## config.mk

```make
export PLATFORM = sky130hd
export DESIGN_NAME = ifft4_stream
export DESIGN_NICKNAME = d
export VERILOG_FILES = /design/src/rtl/ifft4_stream.sv
export SDC_FILE = /design/constraint.sdc
export NUM_CORES = 1
export LEC_CHECK = 0
export ABC_AREA = 1
export BUFFER_PORTS_ARGS = -buffer_cell sky130_fd_sc_hd__buf_2
export CAP_MARGIN = 40
export CORE_MARGIN = 2
export CORE_UTILIZATION = 60
export CTS_CLUSTER_SIZE = 25
export DETAILED_ROUTE_END_ITERATION = 12
export PLACE_DENSITY = 0.94
export SYNTH_ARGS = -nofsm -noshare
export SYNTH_HDL_FRONTEND = slang
export SYNTH_SLANG_ARGS = --single-unit
```

## constraint.sdc

```tcl
create_clock -name clk -period 4.9 [get_ports clk]
set_clock_uncertainty 0.15 [all_clocks]
set_input_delay 0.98 -clock clk [delete_from_list [all_inputs] [get_ports clk]]
set_output_delay 0.98 -clock clk [all_outputs]
set_load 0.02 [all_outputs]
```

## src/rtl/ifft4_stream.sv

```systemverilog
// ifft4_stream: streaming 4-point inverse DFT over complex 4-bit signed bins.
// Two registered stages (butterfly sums, then twiddle/scale/saturate) with
// valid/ready handshakes on both sides. Output is scaled by 1/4 and clamped
// to the 4-bit signed range; out_sat flags any clipped component.
module ifft4_stream #(
    parameter int ROUND = 1
) (
    input  logic        clk,
    input  logic        rst_n,
    input  logic        in_valid,
    output logic        in_ready,
    input  logic [31:0] in_data,
    output logic        out_valid,
    input  logic        out_ready,
    output logic [31:0] out_data,
    output logic        out_sat
);

    // Sign-extend a 4-bit two's complement nibble to 5 bits.
    function automatic logic signed [4:0] sext5(input logic [3:0] n);
        return {n[3], n};
    endfunction

    // Sign-extend a 5-bit stage-1 value to 6 bits.
    function automatic logic signed [5:0] sext6(input logic signed [4:0] n);
        return {n[4], n};
    endfunction

    // Divide a 6-bit value by 4 (rounded or floored) in 7 bits so the
    // rounding offset cannot wrap, then clamp to [-8, 7].
    // Result is {clip_flag, nibble}.
    function automatic logic [4:0] scale_sat(input logic signed [5:0] v);
        logic signed [6:0] w;
        logic signed [6:0] q;
        logic [4:0]        res;
        w = {v[5], v} + ((ROUND != 0) ? 7'sd2 : 7'sd0);
        q = w >>> 2;
        if (q > 7'sd7) begin
            res = {1'b1, 4'd7};
        end else if (q < -7'sd8) begin
            res = {1'b1, 4'd8};
        end else begin
            res = {1'b0, q[3:0]};
        end
        return res;
    endfunction

    // Pipeline control.
    logic s1_v_r;
    logic s2_load_s;
    logic s1_load_s;

    // Stage-1 butterfly registers.
    logic signed [4:0] a_re_r, a_im_r, b_re_r, b_im_r;
    logic signed [4:0] c_re_r, c_im_r, d_re_r, d_im_r;

    // Stage-1 combinational butterflies.
    logic signed [4:0] a_re_s, a_im_s, b_re_s, b_im_s;
    logic signed [4:0] c_re_s, c_im_s, d_re_s, d_im_s;

    // Stage-2 combinational results.
    logic signed [5:0] x0_re_s, x0_im_s, x1_re_s, x1_im_s;
    logic signed [5:0] x2_re_s, x2_im_s, x3_re_s, x3_im_s;
    logic [4:0]        q0r_s, q0i_s, q1r_s, q1i_s, q2r_s, q2i_s, q3r_s, q3i_s;
    logic [31:0]       nxt_data_s;
    logic              nxt_sat_s;

    // S2 can take a new value when it is empty or being drained; S1 then
    // advances whenever it is empty or S2 absorbs it. No path from in_valid.
    assign s2_load_s = !out_valid || out_ready;
    assign s1_load_s = !s1_v_r || s2_load_s;
    assign in_ready  = s1_load_s;

    // First butterfly layer: pair bins 0/2 and 1/3.
    always_comb begin
        a_re_s = sext5(in_data[31:28]) + sext5(in_data[15:12]);
        a_im_s = sext5(in_data[27:24]) + sext5(in_data[11:8]);
        b_re_s = sext5(in_data[31:28]) - sext5(in_data[15:12]);
        b_im_s = sext5(in_data[27:24]) - sext5(in_data[11:8]);
        c_re_s = sext5(in_data[23:20]) + sext5(in_data[7:4]);
        c_im_s = sext5(in_data[19:16]) + sext5(in_data[3:0]);
        d_re_s = sext5(in_data[23:20]) - sext5(in_data[7:4]);
        d_im_s = sext5(in_data[19:16]) - sext5(in_data[3:0]);
    end

    // Stage-1 register: valid bit and butterfly values, captured on accept.
    always_ff @(posedge clk or negedge rst_n) begin
        if (!rst_n) begin
            s1_v_r <= 1'b0;
            a_re_r <= 5'sd0;
            a_im_r <= 5'sd0;
            b_re_r <= 5'sd0;
            b_im_r <= 5'sd0;
            c_re_r <= 5'sd0;
            c_im_r <= 5'sd0;
            d_re_r <= 5'sd0;
            d_im_r <= 5'sd0;
        end else if (s1_load_s) begin
            s1_v_r <= in_valid;
            if (in_valid) begin
                a_re_r <= a_re_s;
                a_im_r <= a_im_s;
                b_re_r <= b_re_s;
                b_im_r <= b_im_s;
                c_re_r <= c_re_s;
                c_im_r <= c_im_s;
                d_re_r <= d_re_s;
                d_im_r <= d_im_s;
            end
        end
    end

    // Second butterfly layer with the +j/-j twiddle on the odd outputs,
    // followed by scaling, clamping and packing.
    always_comb begin
        x0_re_s = sext6(a_re_r) + sext6(c_re_r);
        x0_im_s = sext6(a_im_r) + sext6(c_im_r);
        x2_re_s = sext6(a_re_r) - sext6(c_re_r);
        x2_im_s = sext6(a_im_r) - sext6(c_im_r);
        x1_re_s = sext6(b_re_r) - sext6(d_im_r);
        x1_im_s = sext6(b_im_r) + sext6(d_re_r);
        x3_re_s = sext6(b_re_r) + sext6(d_im_r);
        x3_im_s = sext6(b_im_r) - sext6(d_re_r);

        q0r_s = scale_sat(x0_re_s);
        q0i_s = scale_sat(x0_im_s);
        q1r_s = scale_sat(x1_re_s);
        q1i_s = scale_sat(x1_im_s);
        q2r_s = scale_sat(x2_re_s);
        q2i_s = scale_sat(x2_im_s);
        q3r_s = scale_sat(x3_re_s);
        q3i_s = scale_sat(x3_im_s);

        nxt_data_s = {q0r_s[3:0], q0i_s[3:0], q1r_s[3:0], q1i_s[3:0],
                      q2r_s[3:0], q2i_s[3:0], q3r_s[3:0], q3i_s[3:0]};
        nxt_sat_s  = q0r_s[4] | q0i_s[4] | q1r_s[4] | q1i_s[4] |
                     q2r_s[4] | q2i_s[4] | q3r_s[4] | q3i_s[4];
    end

    // Stage-2 output register: holds result stable while stalled.
    always_ff @(posedge clk or negedge rst_n) begin
        if (!rst_n) begin
            out_valid <= 1'b0;
            out_data  <= 32'h0;
            out_sat   <= 1'b0;
        end else if (s2_load_s) begin
            out_valid <= s1_v_r;
            if (s1_v_r) begin
                out_data <= nxt_data_s;
                out_sat  <= nxt_sat_s;
            end
        end
    end

endmodule

```

* Word level (Yosys, flattened, before mapping)
Cells that the tools add are included.
** Storage, ports and cells
- Bits in registers :: 75
- Latch bits :: 0
- RAM bits :: 0
- ROM bits :: 0
- Output and inout port bits :: 35
- Memories kept :: 0
** Cells by class
- $add $sub $neg :: 24
- $mul :: 0
- Div/mod/pow operators :: 0
- Order comparisons :: 16
- Equal/unequal tests :: 0
- Shift-type cells :: 0
- Mux-type cells :: 16
- Bitwise operators :: 7
- Reduce and logical (&&, ||, !) cells :: 6
** Operator list (count)
- $mux 5 :: 16
- $add 6x3->7 const B :: 8
- $gt 5x4->1 const B :: 8
- $lt 5x4->1 const B :: 8
- $add 5x5->6 :: 4
- $sub 5x5->6 :: 4
- $add 4x4->5 :: 4
- $sub 4x4->5 :: 4
- $or 1x1->1 :: 7
- $reduce_and 2->1 :: 2
- $logic_not 1->1 :: 2
- $logic_or 1x1->1 :: 2

* Depth between registers and ports, before layout
- Depth after elaboration :: 12
- Gate-level depth with buffers :: 16
- Mapped depth without buffers :: 16

* Worst setup path before layout
Ideal clock, no wire load.
- Kind :: register to register
- Start point :: register a_re_r[2]
- End point :: register out_sat
- Library setup time :: 131 ps
- Arrival :: 2325 ps
- Required time :: 4619 ps
- Setup slack :: 2294 ps
- Cell stages (with the launch flop) :: 13
- Cell sequence :: dfrtp_1 > ha_1 > inv_1 > fa_1 > a21oi_1 > nand2_1 > nand2_1 > xor2_1 > inv_1 > ha_1 > nand2_1 > nor4_1 > a21oi_1
** Between the ends
- Longest elaborated chain between the ends :: 12
- Elaborated cells between the ends (all ways) :: 19
- Classes of those cells :: 4 x add/sub; 4 x order compare; 4 x mux; 7 x bitwise
** Ends and longest elaborated chain
- start, declared :: line 54 : logic signed [4:0] a_re_r, a_im_r, b_re_r, b_im_r;
- start signal, assigned :: line 101 : a_re_r <= a_re_s;
- $add 5x5->6 :: line 116 : x0_re_s = sext6(a_re_r) + sext6(c_re_r);
- $add 6x3->7 :: line 36 : w = {v[5], v} + ((ROUND != 0) ? 7'sd2 : 7'sd0);
- $lt 5x4->1 :: line 40 : end else if (q < -7'sd8) begin
- $mux 5 :: line 40
- $mux 5 :: line 38 : if (q > 7'sd7) begin
- $or 1x1->1 (3 in a row) :: line 136 : nxt_sat_s = q0r_s[4] | q0i_s[4] | q1r_s[4] | q1i_s[4] |
- $or 1x1->1 * :: line 136
- $or 1x1->1 * (3 in a row) :: line 137 : q2r_s[4] | q2i_s[4] | q3r_s[4] | q3i_s[4];
- end signal, assigned :: line 150 : out_sat <= nxt_sat_s;
- end, declared :: line 16 : output logic out_sat
Mark *: on every way between the ends. The rest lies on a longest branch, timed or not.
A chain may end at the register's enable or synchronous reset.

* Final worst setup path
- Start point :: register d_re_r[1]
- End point :: register out_sat
** Between the ends
- Longest elaborated chain between the ends :: 10
- Elaborated cells between the ends (all ways) :: 17
- Classes of those cells :: 4 x add/sub; 4 x order compare; 4 x mux; 5 x bitwise
** Ends and longest elaborated chain
- start, declared :: line 55 : logic signed [4:0] c_re_r, c_im_r, d_re_r, d_im_r;
- start signal, assigned :: line 107 : d_re_r <= d_re_s;
- $add 5x5->6 :: line 121 : x1_im_s = sext6(b_im_r) + sext6(d_re_r);
- $add 6x3->7 :: line 36
- $lt 5x4->1 :: line 40
- $mux 5 :: line 40
- $mux 5 :: line 38
- $or 1x1->1 (2 in a row) :: line 136
- $or 1x1->1 (2 in a row) :: line 137
- $or 1x1->1 * :: line 137
Marked as above.

==> flow_summary.toml <==
[global_route]
gr-usage-met1_pct = 32.8
use_met3_pct = 4.05
grt_antenna_before_repair = 0
vias_in_the_first_global_route = 5118
groute.usage.overall_pct = 25.0
grt_max_degree = 54
grt_pass1_wl_um = 22500
grt_use_met2_pct = 41.0
grt_overflow_total = 0
globalRoute.busiestLayer = "met2"

[synth]
post-synth-top-area-fraction_pct = 29.0
syn-instance-count = 763
ys_top_cells_by_area = "sky130_fd_sc_hd__dfrtp_1 29%, sky130_fd_sc_hd__ha_1 24%, sky130_fd_sc_hd__inv_1 9.3%, sky130_fd_sc_hd__nand2_1 8.1%, sky130_fd_sc_hd__fa_1 5.2%"
synth.yosys.warnings = 0
synth-seq-area-share_pct = 29.0
ys_ff_latch = 71
ys_types = 31
yosys.area.top_type = "sky130_fd_sc_hd__dfrtp_1"
syn-num-nets = 932
netlist_area_sq_mm = 0.00613
avgSynthCellArea_sq_um = 8.03

[critical_path]
cp_slowest_cell = "sky130_fd_sc_hd__fa_1"
worst_path_largest_cell_delay_ns = 0.43
r2r_slack_ns = 1.98
crit_fanout = 3
cp_data_arrival_time_ns = 3.00
reg2reg_from = "d_re_r[1]"
cp.required_ns = 4.98
r2r_end = "out_sat"
worstPathCellList = "inv_1 -> ha_1 -> a21boi_0 -> fa_1 -> a21oi_1 -> o21bai_1 -> xor2_1 -> inv_1 -> ha_1 -> nand2_1 -> nor4_1 -> a21oi_1"
crit_path_end_kind = "flop"
timing.reg2reg.worst_path_depth = 12
worst_setup_path_startpoint = "d_re_r[1]"
timing.critical_path.from_type = "flop"
path_class = "flop to flop"

[sta]
finalHoldWorstSlack_ns = 0.337
final_max_slew_violation_count = 0
report.final.hold_viol_count = 0
final.min_clock_period_ns = 2.92
achievable-frequency_ghz = 0.342
report.final.setup_viol = 0
period_share_pct = 59.6
transition_time_at_the_pin_with_the_least_slew_margin_ns = 0.592
relSlewSlack_pct = 60.5
fin_setup_tns_ns = 0
grt_setup_unrepaired = "false"

[pwr]
power.density_mw_per_mm2 = 510
report.power.total_w = 0.00346
ir_worst_vdd_mv = 0.232
cellLeakagePower_nw = 3.78

[min_path]
min_to = "out_data[23]"
min-delay-path-class = "flop to flop"
worst_hold_path.num_cells = 2
min-delay-start = "out_data[23]"

[finish]
syn2layout_area_growth_pct = 10.7
layout_commonest_cell = "sky130_fd_sc_hd__inv_1"
mostFrequentLayoutCells = "151 x sky130_fd_sc_hd__inv_1, 133 x sky130_fd_sc_hd__nand2_1, 117 x sky130_fd_sc_hd__ha_1"
diodes = 0
post_route_cells_drive_above_1_share_pct = 13.1
nets = 1004

[flow_run]
timing.max_cap.violations = 0

[floorplanning]
fp.dieW_um = 105
placement_rows = 36
core_region_area_sq_mm = 0.00986
die_y_um = 105
initial_utilization_pct = 62.1
floorplan.die_area_sq_mm = 0.0110
pin_count = 71

[clocking]
number_of_levels_the_h_tree_was_split_into = 3
post_cts_resize_count = 0
cts_post_setup_buffers_inserted = 0
clk-insertion-delay-late_ns = 0.34
cts-buffers-inserted = 9
cts_root_buf = "sky130_fd_sc_hd__clkbuf_8"
cts_tree = "done"
cts.sink_count = 71
cts_hold_buffers = 0
clockBufferDepth = 2
clock_transition_time_at_the_flip_flop_clock_pins_of_the_worst_setup_and_hold_paths_ns = 0.07

[outcome]
run_status = "finished clean"

[route]
drt_pre_antenna_iters = 5
drt.antenna.violating_nets = 0
drt-total-wl_um = 13200
via_per_inst = 5.27
dr_total_vias = 5132
routed_wire_length_per_instance_um = 13.6
drt-initial-drc-count = 262
drc = 0

[place]
hpwl_um = 10600
finalWeightedCongestion = 0.918
port_buffers = 70
## Yosys cell counts
cell / number
sky130_fd_sc_hd__buf_4: 2
sky130_fd_sc_hd__nor2_1: 53
sky130_fd_sc_hd__o21ai_0: 44
sky130_fd_sc_hd__a31oi_1: 1
sky130_fd_sc_hd__nand2_2: 1
sky130_fd_sc_hd__nor4_1: 1
sky130_fd_sc_hd__a22oi_2: 2
sky130_fd_sc_hd__buf_6: 4
sky130_fd_sc_hd__nand2_4: 1
sky130_fd_sc_hd__a21boi_0: 2
sky130_fd_sc_hd__fa_1: 16
sky130_fd_sc_hd__nand3_2: 3
sky130_fd_sc_hd__xnor2_1: 4
sky130_fd_sc_hd__a22oi_1: 5
sky130_fd_sc_hd__nor3_1: 8
sky130_fd_sc_hd__inv_1: 151
sky130_fd_sc_hd__nand2_1: 133
sky130_fd_sc_hd__or2_2: 7
sky130_fd_sc_hd__a21oi_1: 62
sky130_fd_sc_hd__ha_1: 117
sky130_fd_sc_hd__nor2_2: 4
sky130_fd_sc_hd__o31ai_1: 8
sky130_fd_sc_hd__o21bai_1: 3
sky130_fd_sc_hd__buf_2: 5
sky130_fd_sc_hd__nand3_1: 33
sky130_fd_sc_hd__xor2_1: 7
sky130_fd_sc_hd__o21ai_2: 4
sky130_fd_sc_hd__dfrtp_1: 71
sky130_fd_sc_hd__o22ai_1: 5
sky130_fd_sc_hd__o21ai_1: 4
sky130_fd_sc_hd__inv_2: 2
## state kept, by name (all words and copies together), names as in the netlist
name / cells
c_im_r: 5
b_im_r: 4
d_im_r: 4
c_re_r: 5
d_re_r: 4
a_im_r: 5
a_re_r: 5
b_re_r: 4
out_sat: 1
out_valid: 1
s1_v_r: 1
out_data: 32
## logic make-up (layout without fill, tap and decap cells)
family / Yosys count / after routing / share of synthesized area [%]
buffers and inverters: 164 / 241 / 10.8
and+or+nand+nor: 244 / 244 / 16.7
adders and majority gates: 133 / 133 / 29.1
xor gates and xnor gates: 11 / 11 / 1.57
AOI/OAI and AO/OA: 140 / 140 / 12.8
DFF: 71 / 71 / 29.0
## worst max-delay path by stage
stage / end / depth (start not counted)
4_1_cts: out_sat / 11
3_3_place_gp: out_sat / 12
2_1_floorplan: out_sat / 12
5_1_grt: out_sat / 11
3_5_place_dp: out_sat / 11
6_report: out_sat / 12
## per-layer routing
layer,up-vias,wire (um)
li1,2561,-
met1,2382,5960
met2,151,6200
met3,38,625
met4,0,403
met5,-,0
## layout make-up
type,instances,area (sq um)
clock buffer,14,173
clock inverter,2,37.5
inverter,153,574
multi-input combinational,528,3690
fill,784,3080
tap,133,166
timing repair buffer,72,365
sequential,71,1780
## power breakdown
| part | internal [W] | leakage [nW] | switching, W |
|---|---|---|---|
| clock network | 0.000277 | 0.103 | 0.000205 |
| registers | 0.000777 | 0.821 | 0.000123 |
| logic | 0.000777 | 2.85 | 0.00130 |
| total | 0.00183 | 3.78 | 0.00163 |
## through the flow
stage	worst slack, ns	cell area (sq um)	cells	utilization [%]
6_report	1.98	6780	973	68.8
3_3_place_gp	2.14	6570	957	66.6
5_1_grt	1.82	6780	973	68.8
4_1_cts	2.00	6780	973	68.8
3_5_place_dp	2.07	6570	957	66.6
2_1_floorplan	2.29	6130	763	-
## worst max-delay path, delay by kind of cell, from the launching register on
kind / cells / cell delay, ns
adder cells (fa/ha/maj): 3 / 1.02
buffers and inverters: 2 / 0.13
AND/OR/NAND/NOR: 2 / 0.23
flip-flops: 1 / 0.39
AO/OA/AOI/OAI: 4 / 0.61
XOR/XNOR: 1 / 0.25
Power figures use the tool's default switching activity.
